--- src/rtl/dmem_arb_pkg.sv ---
// Shared types and default sizing for the data-memory port arbiter.
// The state enumeration is used by the top level and by anything that probes it.
package dmem_arb_pkg;

    typedef enum logic [1:0] {
        ST_RUN  = 2'd0,
        ST_DBG  = 2'd1,
        ST_DUMP = 2'd2,
        ST_DONE = 2'd3
    } arb_state_e;

    localparam int          DEF_DATA_W    = 32;
    localparam int          DEF_AW        = 16;
    localparam logic [15:0] DEF_DUMP_BASE = 16'd64;
    localparam int          DEF_DUMP_LEN  = 16;

endpackage

--- src/rtl/dwell_timer.sv ---
// Free-running dwell counter 0..DWELL-1; tick marks the last count of a dwell period.
// clr wins over en so the owner can restart the period on any cycle.
module dwell_timer #(
    parameter int DWELL = 50_000_000
) (
    input  logic clk,
    input  logic rst_n,
    input  logic clr,
    input  logic en,
    output logic tick
);

    localparam int CW = (DWELL > 1) ? $clog2(DWELL) : 1;

    logic [CW-1:0] count_q;
    logic [CW-1:0] count_d;

    assign tick = (count_q == CW'(DWELL - 1));

    always_comb begin
        count_d = count_q;
        if (clr) begin
            count_d = '0;
        end else if (en) begin
            count_d = tick ? '0 : count_q + 1'b1;
        end
    end

    always_ff @(posedge clk) begin
        if (!rst_n) begin
            count_q <= '0;
        end else begin
            count_q <= count_d;
        end
    end

endmodule

--- src/rtl/dmem_port_arbiter.sv ---
// Arbitrates the single dmem port between the core, a manual debug reader and a
// post-halt result dump that walks DUMP_LEN words from DUMP_BASE for display.
module dmem_port_arbiter
    import dmem_arb_pkg::*;
#(
    parameter int             DATA_W    = DEF_DATA_W,
    parameter int             AW        = DEF_AW,
    parameter logic [AW-1:0]  DUMP_BASE = AW'(DEF_DUMP_BASE),
    parameter int             DUMP_LEN  = DEF_DUMP_LEN,
    parameter int             DWELL     = 50_000_000
) (
    input  logic              clk,
    input  logic              rst_n,
    input  logic [AW-1:0]     core_addr,
    input  logic [DATA_W-1:0] core_wd,
    input  logic              core_we,
    input  logic              core_finish,
    input  logic              dbg_en,
    input  logic [AW-1:0]     dbg_addr,
    input  logic              step,
    input  logic [DATA_W-1:0] mem_rd,
    output logic [AW-1:0]     mem_a,
    output logic [DATA_W-1:0] mem_wd,
    output logic              mem_we,
    output logic [DATA_W-1:0] core_rd,
    output logic              core_stall,
    output logic [DATA_W-1:0] show_data,
    output logic [AW-1:0]     show_addr,
    output logic              show_valid,
    output logic              dump_done
);

    arb_state_e        state_q, state_d, mux_state;
    logic [AW-1:0]     idx_q, idx_d;
    logic [DATA_W-1:0] show_data_q, show_data_d;
    logic [AW-1:0]     show_addr_q, show_addr_d;
    logic              show_valid_q, show_valid_d;
    logic              dwell_tick;
    logic              advance;
    logic [AW-1:0]     dump_a;

    // Port muxing falls back to the core while reset is held.
    assign mux_state = rst_n ? state_q : ST_RUN;
    assign advance   = (state_q == ST_DUMP) && (dwell_tick || step);
    assign dump_a    = DUMP_BASE + idx_q;

    dwell_timer #(.DWELL(DWELL)) u_dwell (
        .clk   (clk),
        .rst_n (rst_n),
        .clr   ((state_q != ST_DUMP) || advance),
        .en    (state_q == ST_DUMP),
        .tick  (dwell_tick)
    );

    always_ff @(posedge clk) begin
        if (!rst_n) begin
            state_q      <= ST_RUN;
            idx_q        <= '0;
            show_data_q  <= '0;
            show_addr_q  <= '0;
            show_valid_q <= 1'b0;
        end else begin
            state_q      <= state_d;
            idx_q        <= idx_d;
            show_data_q  <= show_data_d;
            show_addr_q  <= show_addr_d;
            show_valid_q <= show_valid_d;
        end
    end

    always_comb begin
        state_d = state_q;
        idx_d   = idx_q;
        unique case (state_q)
            ST_RUN: begin
                idx_d = '0;
                if (dbg_en)           state_d = ST_DBG;
                else if (core_finish) state_d = ST_DUMP;
            end
            ST_DBG: begin
                idx_d = '0;
                if (!dbg_en) state_d = core_finish ? ST_DUMP : ST_RUN;
            end
            ST_DUMP: begin
                if (advance) begin
                    if (idx_q == AW'(DUMP_LEN - 1)) state_d = ST_DONE;
                    else                            idx_d   = idx_q + 1'b1;
                end
                if (dbg_en) state_d = ST_DBG;
            end
            ST_DONE: begin
                if (dbg_en) begin
                    state_d = ST_DBG;
                end else if (step) begin
                    state_d = ST_DUMP;
                    idx_d   = '0;
                end
            end
            default: state_d = ST_RUN;
        endcase
    end

    always_comb begin
        mem_wd     = core_wd;
        core_rd    = mem_rd;
        mem_we     = 1'b0;
        core_stall = (mux_state != ST_RUN);
        dump_done  = (mux_state == ST_DONE);
        unique case (mux_state)
            ST_RUN: begin
                mem_a  = core_addr;
                mem_we = core_we;
            end
            ST_DBG:  mem_a = dbg_addr;
            default: mem_a = dump_a;
        endcase
    end

    // Debug mode shadows the addressed word continuously; dump captures only on advance.
    always_comb begin
        show_data_d  = show_data_q;
        show_addr_d  = show_addr_q;
        show_valid_d = advance;
        if (state_q == ST_DBG) begin
            show_data_d = mem_rd;
            show_addr_d = dbg_addr;
        end else if (advance) begin
            show_data_d = mem_rd;
            show_addr_d = mem_a;
        end
    end

    assign show_data  = show_data_q;
    assign show_addr  = show_addr_q;
    assign show_valid = show_valid_q;

endmodule

--- config.mk ---
export PLATFORM = sky130hd
export DESIGN_NAME = dmem_port_arbiter
export DESIGN_NICKNAME = d
export VERILOG_FILES = /design/src/rtl/dmem_arb_pkg.sv /design/src/rtl/dwell_timer.sv /design/src/rtl/dmem_port_arbiter.sv
export SDC_FILE = /design/constraint.sdc
export NUM_CORES = 1
export LEC_CHECK = 0
export ABC_AREA = 1
export CAP_MARGIN = 20
export CORE_MARGIN = 2
export CORE_UTILIZATION = 39
export CTS_CLUSTER_DIAMETER = 100
export CTS_CLUSTER_SIZE = 10
export DETAILED_ROUTE_END_ITERATION = 7
export PLACE_DENSITY = 0.86
export SETUP_SLACK_MARGIN = 0.1
export SLEW_MARGIN = 20
export SYNTH_ARGS = -nofsm -noshare
export SYNTH_HDL_FRONTEND = slang
export SYNTH_SLANG_ARGS = --single-unit
--- constraint.sdc ---
create_clock -name clk -period 1.78 [get_ports clk]
set_input_delay 0.178 -clock clk [delete_from_list [all_inputs] [get_ports clk]]
set_output_delay 0.178 -clock clk [all_outputs]
set_load 0.005 [all_outputs]
==> reports/qor.yml, run 1 <==
status:
  status: "complete, but fails checks"
  violations: "setup timing"
clocking:
  cts_root_buf: "clkbuf_16"
  numCtsBuffers: 9
  cts_num_sinks: 93
  hold_buffers: 0
  htree_levels: 3
  tritoncts: "built"
  insertion_delay_ns: 0.37
  clkTransAtPathRegs_ns: 0.08
  ctsLongestPathBuffers: 2
power:
  ir_worst_vdd_mv: 1.00
  cellPowerDensity_mw_per_mm2: 1090
  p_leak_nw: 3.85
sta:
  skew_ns: 0.00761
  min_period_ns: 1.90
  clock.fmax_mhz: 527
  tightest_slew_ns: 0.625
  maxSlewViolCount: 0
  fin_crit_sh: 1.07
  max_slew_margin: 0.580
  finalHoldViolCount: 0
  setup_ws_ns: -0.118
  rsz0062_at_grt: "yes"
  finalSetupViolations: 46
final_layout:
  num-nets-final: 1162
  antenna-diode-count: 0
  layout_common_cells: "clkdlybuf4s50_1, nand2_1, nor2_1"
  area_growth_pct: 69.2
  fill_cells: 908
  layout_commonest_cell: "clkdlybuf4s50_1"
  drive_gt1_frac: 0.371
  fin_area_mm2: 0.00942
  final_cells: 1237
global_routing:
  grt_pass1_vias: 6373
  grt_use_total: 0.256
  antenna_found_initial: 0
  grt_pass1_wl_um: 30800
  grt_max_degree: 35
  gr-total-overflow: 0
placement:
  port_buffers: 169
  postPlaceCellArea_mm2: 0.00739
  dp.cells: 1164
  finalWeightedCongestion: 0.961
  hpwl_um: 12400
worst_setup_path:
  slowest_delay_ns: 0.38
  cp.arrival_ns: 2.16
  crit_path_frequent_cell: "inv_4"
  critPathCaptureType: "flop"
  criticalPathCategory: "flop to flop"
  required_ns: 2.04
  critPathSlowestCell: "dfxtp_4"
  critical_path_buf_inv_count: 3
  cp_cell_sequence: "inv_4, ha_4, inv_4, nor3_4, nand3_2, nor2_4, nand2_2, inv_2, nand2_1, o21ai_1, nor2_1"
  cp_top_family: "simple AND/OR/NAND/NOR gates"
  critPathMaxFanout: 4
  worstSetupStartpointType: "flop"
floorplan:
  core_area_mm2: 0.0139
  num_rows: 43
  initial_core_util: 0.400
  fp.dieH_um: 123
  dieArea_mm2: 0.0153
  die_w_um: 123
  pin_count: 234
synth:
  netlist_instances: 844
  syn_area_mm2: 0.00557
  ys_types: 35
  ys_ff_latch: 93
  ys_warn_count: 0
  synth-main-ff-cell: "dfxtp_1"
  ys_seq_area_frac: 0.334
  synthArstFlopShare: 0
  synth_edf_count: 0
  syn_nets: 954
  avgSynthCellArea_um2: 6.60
route:
  wirelength_met1_um: 8320
  drc_errors: 0
  drt_wl_total_um: 25500
  via_per_inst: 5.91
  drt_iter0_drc: 669
  num_vias: 7314
  firstDrtPassIters: 6
  post_drt_wl_per_cell_um: 20.6
  drt.antenna.violating_nets: 0
  route.met2.wl_um: 12400
  met3_wirelength_um: 2630
  top_layer: "met4"
run:
  drv_cap: 0
hold_path:
  min_path_type: "input port to primary output"
routing by layer:
metal | vias up | global-route usage
met2 | 650 | 0.458
met5 | - | 0
li1 | 3082 | -
met1 | 3345 | 0.286
met4 | 0 | 0.112
met3 | 237 | 0.0632
cell type report:
| type | instances | area, um^2 | area share |
|---|---|---|---|
| clock inverters | 6 | 52.6 | 0.00558 |
| inverters | 69 | 273 | 0.0290 |
| clock buffers | 10 | 239 | 0.0254 |
| repair buffers | 295 | 2920 | 0.310 |
| well taps | 180 | 225 | 0.0239 |
| repair inverters | 2 | 11.3 | 0.00120 |
| flip-flops and latches | 93 | 1890 | 0.201 |
| multi-input cells | 582 | 3810 | 0.404 |
where the power goes:
group / total, W / switching (W) / internal [W] / leakage [nW]
Combinational: 0.00555 / 0.00286 / 0.00269 / 2.94
Sequential: 0.00275 / 0.000283 / 0.00246 / 0.765
Clock: 0.00198 / 0.000965 / 0.00101 / 0.143
Total: 0.0103 / 0.00411 / 0.00617 / 3.85
through the flow:
stage | utilization | setup TNS (ns) | worst slack, ns | total power (W) | hold WS, ns
2_1_floorplan | - | 0 | 0.105 | 0.00454 | 0.321
3_3_place_gp | 0.530 | -3.85 | -0.277 | 0.00616 | 0.356
3_5_place_dp | 0.530 | -5.50 | -0.330 | 0.00624 | 0.356
4_1_cts | 0.614 | 0 | 0.0118 | 0.00912 | 0.356
5_1_grt | 0.676 | -7.52 | -0.196 | 0.0106 | 0.356
6_report | 0.676 | -1.37 | -0.118 | 0.0103 | 0.356
synthesized netlist by cell type, types with 3 or more instances:
master	n	share of area
dfxtp_1	93	0.33
buf_6	8	0.016
nor2_2	6	0.0067
buf_2	9	0.0081
nand2_4	5	0.010
buf_4	65	0.088
a21oi_1	61	0.055
nor3_1	15	0.013
inv_1	64	0.043
nand4_1	10	0.011
o211ai_1	7	0.0094
xor2_1	13	0.020
o21ai_1	3	0.0027
nor3b_1	5	0.0067
nand2_1	198	0.13
o21bai_1	3	0.0040
nor2_1	107	0.072
o21ai_0	19	0.017
ha_1	8	0.018
nand3_1	109	0.098
clkbuf_1	17	0.011
clkinv_1	3	0.0020
registers in the layout (all words and copies together) (netlist names):
signal and count:
idx_q 16, show_addr 16, show_data 32, show_valid 1, state_q 2, u_dwell.count_q 26
path summary, 6_finish.rpt:
check               startpoint             endpoint  cells past startpoint  slack (ns)
setup / recovery    state_q[0]  u_dwell.count_q[24]                     11       -0.12
hold reg to reg   show_addr[1]         show_addr[1]                      2        0.49
setup reg to reg    state_q[0]  u_dwell.count_q[24]                     11       -0.12
hold / removal     core_wd[10]           mem_wd[10]                      0        0.36
repair_timing:
item / CTS / global route
hold endpoints to repair: 0 / 0
gates resized for setup: 216 / 213
buffers inserted: 34 / 19
cloned: 6 / 4
pin swaps: 50 / 87
setup endpoints to repair: 110 / 107
logic make-up (layout without fill, tap and decap cells):
kind of cell / after synthesis / count (layout) / share of synthesized area
DFF: 93 / 93 / 0.334
AOI/OAI and AO/OA: 98 / 98 / 0.0946
buffers and inverters: 169 / 382 / 0.171
muxes: 1 / 1 / 0.00180
and+or+nand+nor: 461 / 461 / 0.359
xor gates and xnor gates: 14 / 14 / 0.0220
adders and majority gates: 8 / 8 / 0.0180
(Power assumes the default switching activity.)
==> run 2: changes to the inputs <==
- CORE_ASPECT_RATIO: unset -> 0.5
==> run 2 against run 1 <==
Against the previous run:
- the flow still finishes with violations (setup timing)
- hold slack about the same
- die area increased by 0.39%
- design area increased by 3.3%
- register-to-register slack got worse by 0.21 ns
- first-iteration DRC count increased by 34%
- wire length increased by 10%
- non-clock buffer count increased by 4
- total power increased by 5.0%
- cell count increased by 1.5%
- core utilization increased by 3.2 points
- clock-buffer cell count decreased by 1
- global-route usage increased by 1.6 points
- critical path type unchanged
- critical endpoint is now show_addr[15]
==> reports/qor.yml, run 2 (same netlist as run 1, synthesis figures left out) <==
route:
  via_per_inst: 6.04
  drt_wl_total_um: 28100
  num_vias: 7584
  drt.antenna.violating_nets: 0
  post_drt_wl_per_cell_um: 22.4
  drt_iter0_drc: 895
  firstDrtPassIters: 8
  drc_errors: 0
clocking:
  cts_num_sinks: 93
  hold_buffers: 0
  tritoncts: "built"
  numCtsBuffers: 9
  cts_root_buf: "clkbuf_16"
  ctsLongestPathBuffers: 2
  insertion_delay_ns: 0.35
  htree_levels: 3
  clkTransAtPathRegs_ns: 0.07
status:
  status: "complete, but fails checks"
  violations: "setup timing"
floorplan:
  die_w_um: 173
  fp.dieH_um: 88.5
  core_area_mm2: 0.0137
  initial_core_util: 0.405
  pin_count: 234
  dieArea_mm2: 0.0153
  num_rows: 30
worst_setup_path:
  worstSetupStartpointType: "flop"
  cp.arrival_ns: 2.36
  critPathSlowestCell: "dfxtp_1"
  slowest_delay_ns: 0.38
  criticalPathCategory: "flop to flop"
  crit_path_frequent_cell: "nor2_1"
  critPathCaptureType: "flop"
  cp_cell_sequence: "inv_1, nor2_1, nand3_1, nor2_1, nand2_2, nand2_4, nand2_4, nand2_8, buf_6, buf_12, buf_16, o21ai_2, nor2_1"
  r2r_slack_ns: -0.33
  required_ns: 2.04
  critPathMaxFanout: 7
final_layout:
  multi_input_area_mm2: 0.00404
  final_cells: 1256
  layout_common_cells: "clkdlybuf4s50_1, nand2_1, buf_4"
  drive_gt1_frac: 0.407
  layout_commonest_cell: "clkdlybuf4s50_1"
  largest_reg_flops: 32
  register_area_mm2: 0.00189
  fill_cells: 848
  num-nets-final: 1168
  area_growth_pct: 74.7
placement:
  dp.cells: 1177
  finalWeightedCongestion: 0.956
  hpwl_um: 13700
  port_buffers: 169
power:
  cellPowerDensity_mw_per_mm2: 1110
  ir_worst_vdd_mv: 0.580
  p_leak_nw: 3.89
sta:
  fin_crit_sh: 1.18
  clock.fmax_mhz: 475
  skew_ns: 0.0121
  finalSetupViolations: 98
  setup_ws_ns: -0.325
  tightest_slew_ns: 0.519
  finalHoldViolCount: 0
  max_slew_margin: 0.651
  maxSlewViolCount: 0
  min_period_ns: 2.11
  rsz0062_at_grt: "yes"
  worst_hold_slack_ns: 0.356
run:
  drv_cap: 0
global_routing:
  grt_pass1_vias: 6641
  antenna_found_initial: 1
  grt_max_degree: 43
  gr-total-overflow: 0
  grt_use_total: 0.271
  grt_pass1_wl_um: 33000
hold_path:
  min_path_type: "input port to primary output"
[run 2: cell types whose count changed in the layout (fill, tap and decap cells not counted), sizes merged]
cell	previous run	this run
dlygate4sd2	4	6
inv	71	73
bufinv	0	1
clkbuf	11	12
clkinvlp	1	0
diode	0	1
nand2	204	205
[run 2: where the power goes]
| group | leakage, nW | internal [W] | switching [W] |
|---|---|---|---|
| Sequential | 0.765 | 0.00247 | 0.000314 |
| Combinational | 2.98 | 0.00282 | 0.00314 |
| Clock | 0.151 | 0.00111 | 0.000937 |
[run 2: critical path, delay by kind of cell, from the launching register on]
kind,cells,cell delay [ns]
AO/OA/AOI/OAI,1,0.06
flip-flops,1,0.38
AND/OR/NAND/NOR,8,1.04
buffers and inverters,4,0.51
[run 2: worst paths after layout]
path	from	endpoint	depth (start not counted)
min	core_wd[0]	mem_wd[0]	0
max reg2reg	u_dwell.count_q[6]	show_addr[15]	13
max	u_dwell.count_q[6]	show_addr[15]	13
min reg2reg	show_addr[1]	show_addr[1]	2
[run 2: per-layer routing]
metal / track usage / vias up / wire length [um]
met5: 0 / - / 0
met4: 0.156 / 0 / 2550
met3: 0.0593 / 281 / 2850
met2: 0.499 / 719 / 13300
met1: 0.300 / 3473 / 9430
li1: - / 3111 / -
[run 2: stage by stage]
stage	worst slack [ns]	util	setup TNS (ns)	power [W]	instance area, um^2
finish	-0.325	0.708	-12.96	0.0108	9730
global placement	-0.346	0.540	-5.84	0.00627	7410
detailed placement	-0.375	0.540	-6.25	0.00635	7410
global route	-0.571	0.708	-19.46	0.0111	9730
floorplan	0.105	-	0	0.00454	5570
CTS	-0.0762	0.628	-0.175	0.00951	8630
[run 2: final cells by class]
class                      instances  area share
antenna                            1    0.000257
clock buffer                       9      0.0231
clock inverter                     7     0.00810
inverter                          69      0.0279
multi-input combinational        583       0.415
sequential                        93       0.194
tap                              192      0.0247
timing repair buffer             299       0.303
timing repair inverter             3     0.00399
[run 2: timing repair]
action / CTS / global route
gates cloned: 7 / 5
buffers inserted: 37 / 15
gates resized for setup: 199 / 272
pin swaps: 49 / 82
setup endpoints to repair: 88 / 108
==> run 3: changes to the inputs <==
- CORE_UTILIZATION: 39 -> 44
- MAX_ROUTING_LAYER: unset -> met4
- PLACE_DENSITY: 0.86 -> 0.91
- clock period: 1.78 -> 2.1 ns (I/O delays scaled with it)
==> run 3 against run 2 <==
Against the previous run:
- the flow now finishes without violations
- clock skew about the same
- combinational power fell by 46%
- die area is 11% lower
- first-iteration DRC count fell by 53%
- largest power group unchanged
- clock power decreased by 22%
- core utilization decreased by 7.0 points
- cell count decreased by 8.8%
- clock-buffer cell count unchanged
- wire length down 37%
- non-clock buffer count down 79
- critical path type is now flop to primary output
- critical path depth shrank 3
==> reports/qor.yml, run 3 (same netlist as run 1, synthesis figures left out) <==
status:
  status: "finished, final reports clean"
final_layout:
  fin_area_mm2: 0.00772
  num-nets-final: 1085
  final_core_util: 0.639
  drive_gt1_frac: 0.116
  final_cells: 1145
  layout_commonest_cell: "nand2_1"
  largest_reg_flops: 32
  area_growth_pct: 38.6
  layout_common_cells: "nand2_1, clkdlybuf4s50_1, nand3_1"
  antenna-diode-count: 0
  fill_cells: 979
worst_setup_path:
  criticalPathCategory: "flop to primary output"
  cp_cell_sequence: "buf_6, buf_4, nand3_2, nor2_2, buf_4, nand3_1, nand2_1, nand2_2, nand2_2, buf_2"
  worstSetupStartpointType: "flop"
  r2r_slack_ns: 0.18
  crit_end: "mem_a[15]"
  startpoint: "idx_q[7]"
  critPathMaxFanout: 4
  r2r-end: "show_addr[9]"
  cp.arrival_ns: 1.71
  cp_num_cells: 10
  timing.rr.start: "u_dwell.count_q[1]"
  slowest_delay_ns: 0.39
  required_ns: 1.89
  ff2ff_path_depth: 12
  critical_path_buf_inv_count: 4
  critPathCaptureType: "primary output"
  cp_top_family: "simple AND/OR/NAND/NOR gates"
  critPathSlowestCell: "dfxtp_2"
route:
  num_vias: 6055
  post_drt_wl_per_cell_um: 15.6
  drc_errors: 0
  drt_iter0_drc: 418
  drt.antenna.violating_nets: 0
  firstDrtPassIters: 5
  via_per_inst: 5.29
  drt_wl_total_um: 17800
clocking:
  clkTransAtPathRegs_ns: 0.08
  cts_num_sinks: 93
  tritoncts: "built"
  ctsLongestPathBuffers: 2
  cts_root_buf: "clkbuf_16"
  htree_levels: 3
  insertion_delay_ns: 0.35
  numCtsBuffers: 9
floorplan:
  initial_core_util: 0.461
  num_rows: 28
  dieArea_mm2: 0.0136
  core_area_mm2: 0.0121
  pin_count: 234
  fp.dieH_um: 83.6
  die_w_um: 163
global_routing:
  grt_pass1_wl_um: 27400
  gr-total-overflow: 0
  antenna_found_initial: 0
  grt_max_degree: 36
  grt_use_total: 0.252
  grt_pass1_vias: 5681
power:
  power_w: 0.00709
  p_leak_nw: 3.07
  cellPowerDensity_mw_per_mm2: 918
  ir_worst_vdd_mv: 0.583
hold_path:
  min_path_type: "input port to primary output"
sta:
  fin_crit_sh: 0.916
  skew_ns: 0.0116
  finalHoldViolCount: 0
  tightest_slew_ns: 0.394
  finalSetupViolations: 0
  max_slew_margin: 0.736
  min_period_ns: 1.92
  rsz0062_at_grt: "yes"
  clock.fmax_mhz: 520
  maxSlewViolCount: 0
  worst_hold_slack_ns: 0.420
placement:
  postPlaceCellArea_mm2: 0.00713
  finalWeightedCongestion: 0.990
  dp.cells: 1117
  hpwl_um: 12700
  port_buffers: 169
run:
  drv_cap: 0
run 3: cell count changes in the layout (fill, tap and decap cells not counted), moves of 25 or more:
cell | before | now
a21oi_1 | 18 | 60
nand3_2 | 36 | 4
nand2_2 | 33 | 7
a21oi_2 | 41 | 1
nand3_1 | 67 | 105
buf_4 | 82 | 38
nand2_1 | 126 | 191
nand2_4 | 42 | 5
buf_6 | 29 | 4
nor2_1 | 68 | 103
run 3: layout make-up:
| class | instances | area (um^2) | share of cell area |
|---|---|---|---|
| Clock buffer | 9 | 225 | 0.0292 |
| Clock inverter | 7 | 67.6 | 0.00875 |
| Tap cell | 165 | 206 | 0.0267 |
| Inverter | 69 | 259 | 0.0336 |
| Timing Repair Buffer | 220 | 2200 | 0.284 |
| Multi-Input combinational cell | 582 | 2890 | 0.375 |
| Sequential cell | 93 | 1870 | 0.243 |
run 3: worst min-delay path by stage:
stage | depth (start not counted) | startpoint | end
2_1_floorplan | 2 | mem_rd[0] | show_data[0]
3_5_place_dp | 0 | core_wd[10] | mem_wd[10]
4_1_cts | 4 | rst_n | state_q[1]
6_report | 0 | core_wd[10] | mem_wd[10]
3_3_place_gp | 0 | core_wd[10] | mem_wd[10]
5_1_grt | 0 | core_wd[29] | mem_wd[29]
run 3: stage by stage:
stage          setup TNS, ns  worst slack [ns]
2_1_floorplan              0             0.425
3_5_place_dp          -0.188           -0.0690
4_1_cts               -0.216           -0.0899
3_3_place_gp        -0.00866          -0.00866
5_1_grt                    0            0.0752
6_report                   0             0.176
run 3: repair_timing:
action	in CTS	in global routing
gates cloned	0	2
setup buffers	7	4
pin swaps	9	11
hold buffers	0	0
endpoints found under the setup margin	17	88
resized for setup	38	40
run 3: power by group:
group / total, W / switching (W) / leakage [nW] / internal [W]
registers: 0.00228 / 0.000191 / 0.759 / 0.00209
logic: 0.00321 / 0.00164 / 2.17 / 0.00157
clock network: 0.00160 / 0.000768 / 0.140 / 0.000830
run 3: per-layer routing:
metal | routed length (um) | global-route usage | part of all wire | up-vias
met3 | 1270 | 0.0487 | 0.071 | 67
met1 | 7100 | 0.289 | 0.40 | 2790
met2 | 8920 | 0.437 | 0.50 | 272
li1 | - | - | - | 2926
met4 | 524 | 0.0957 | 0.029 | 0
met5 | 0 | - | 0 | -
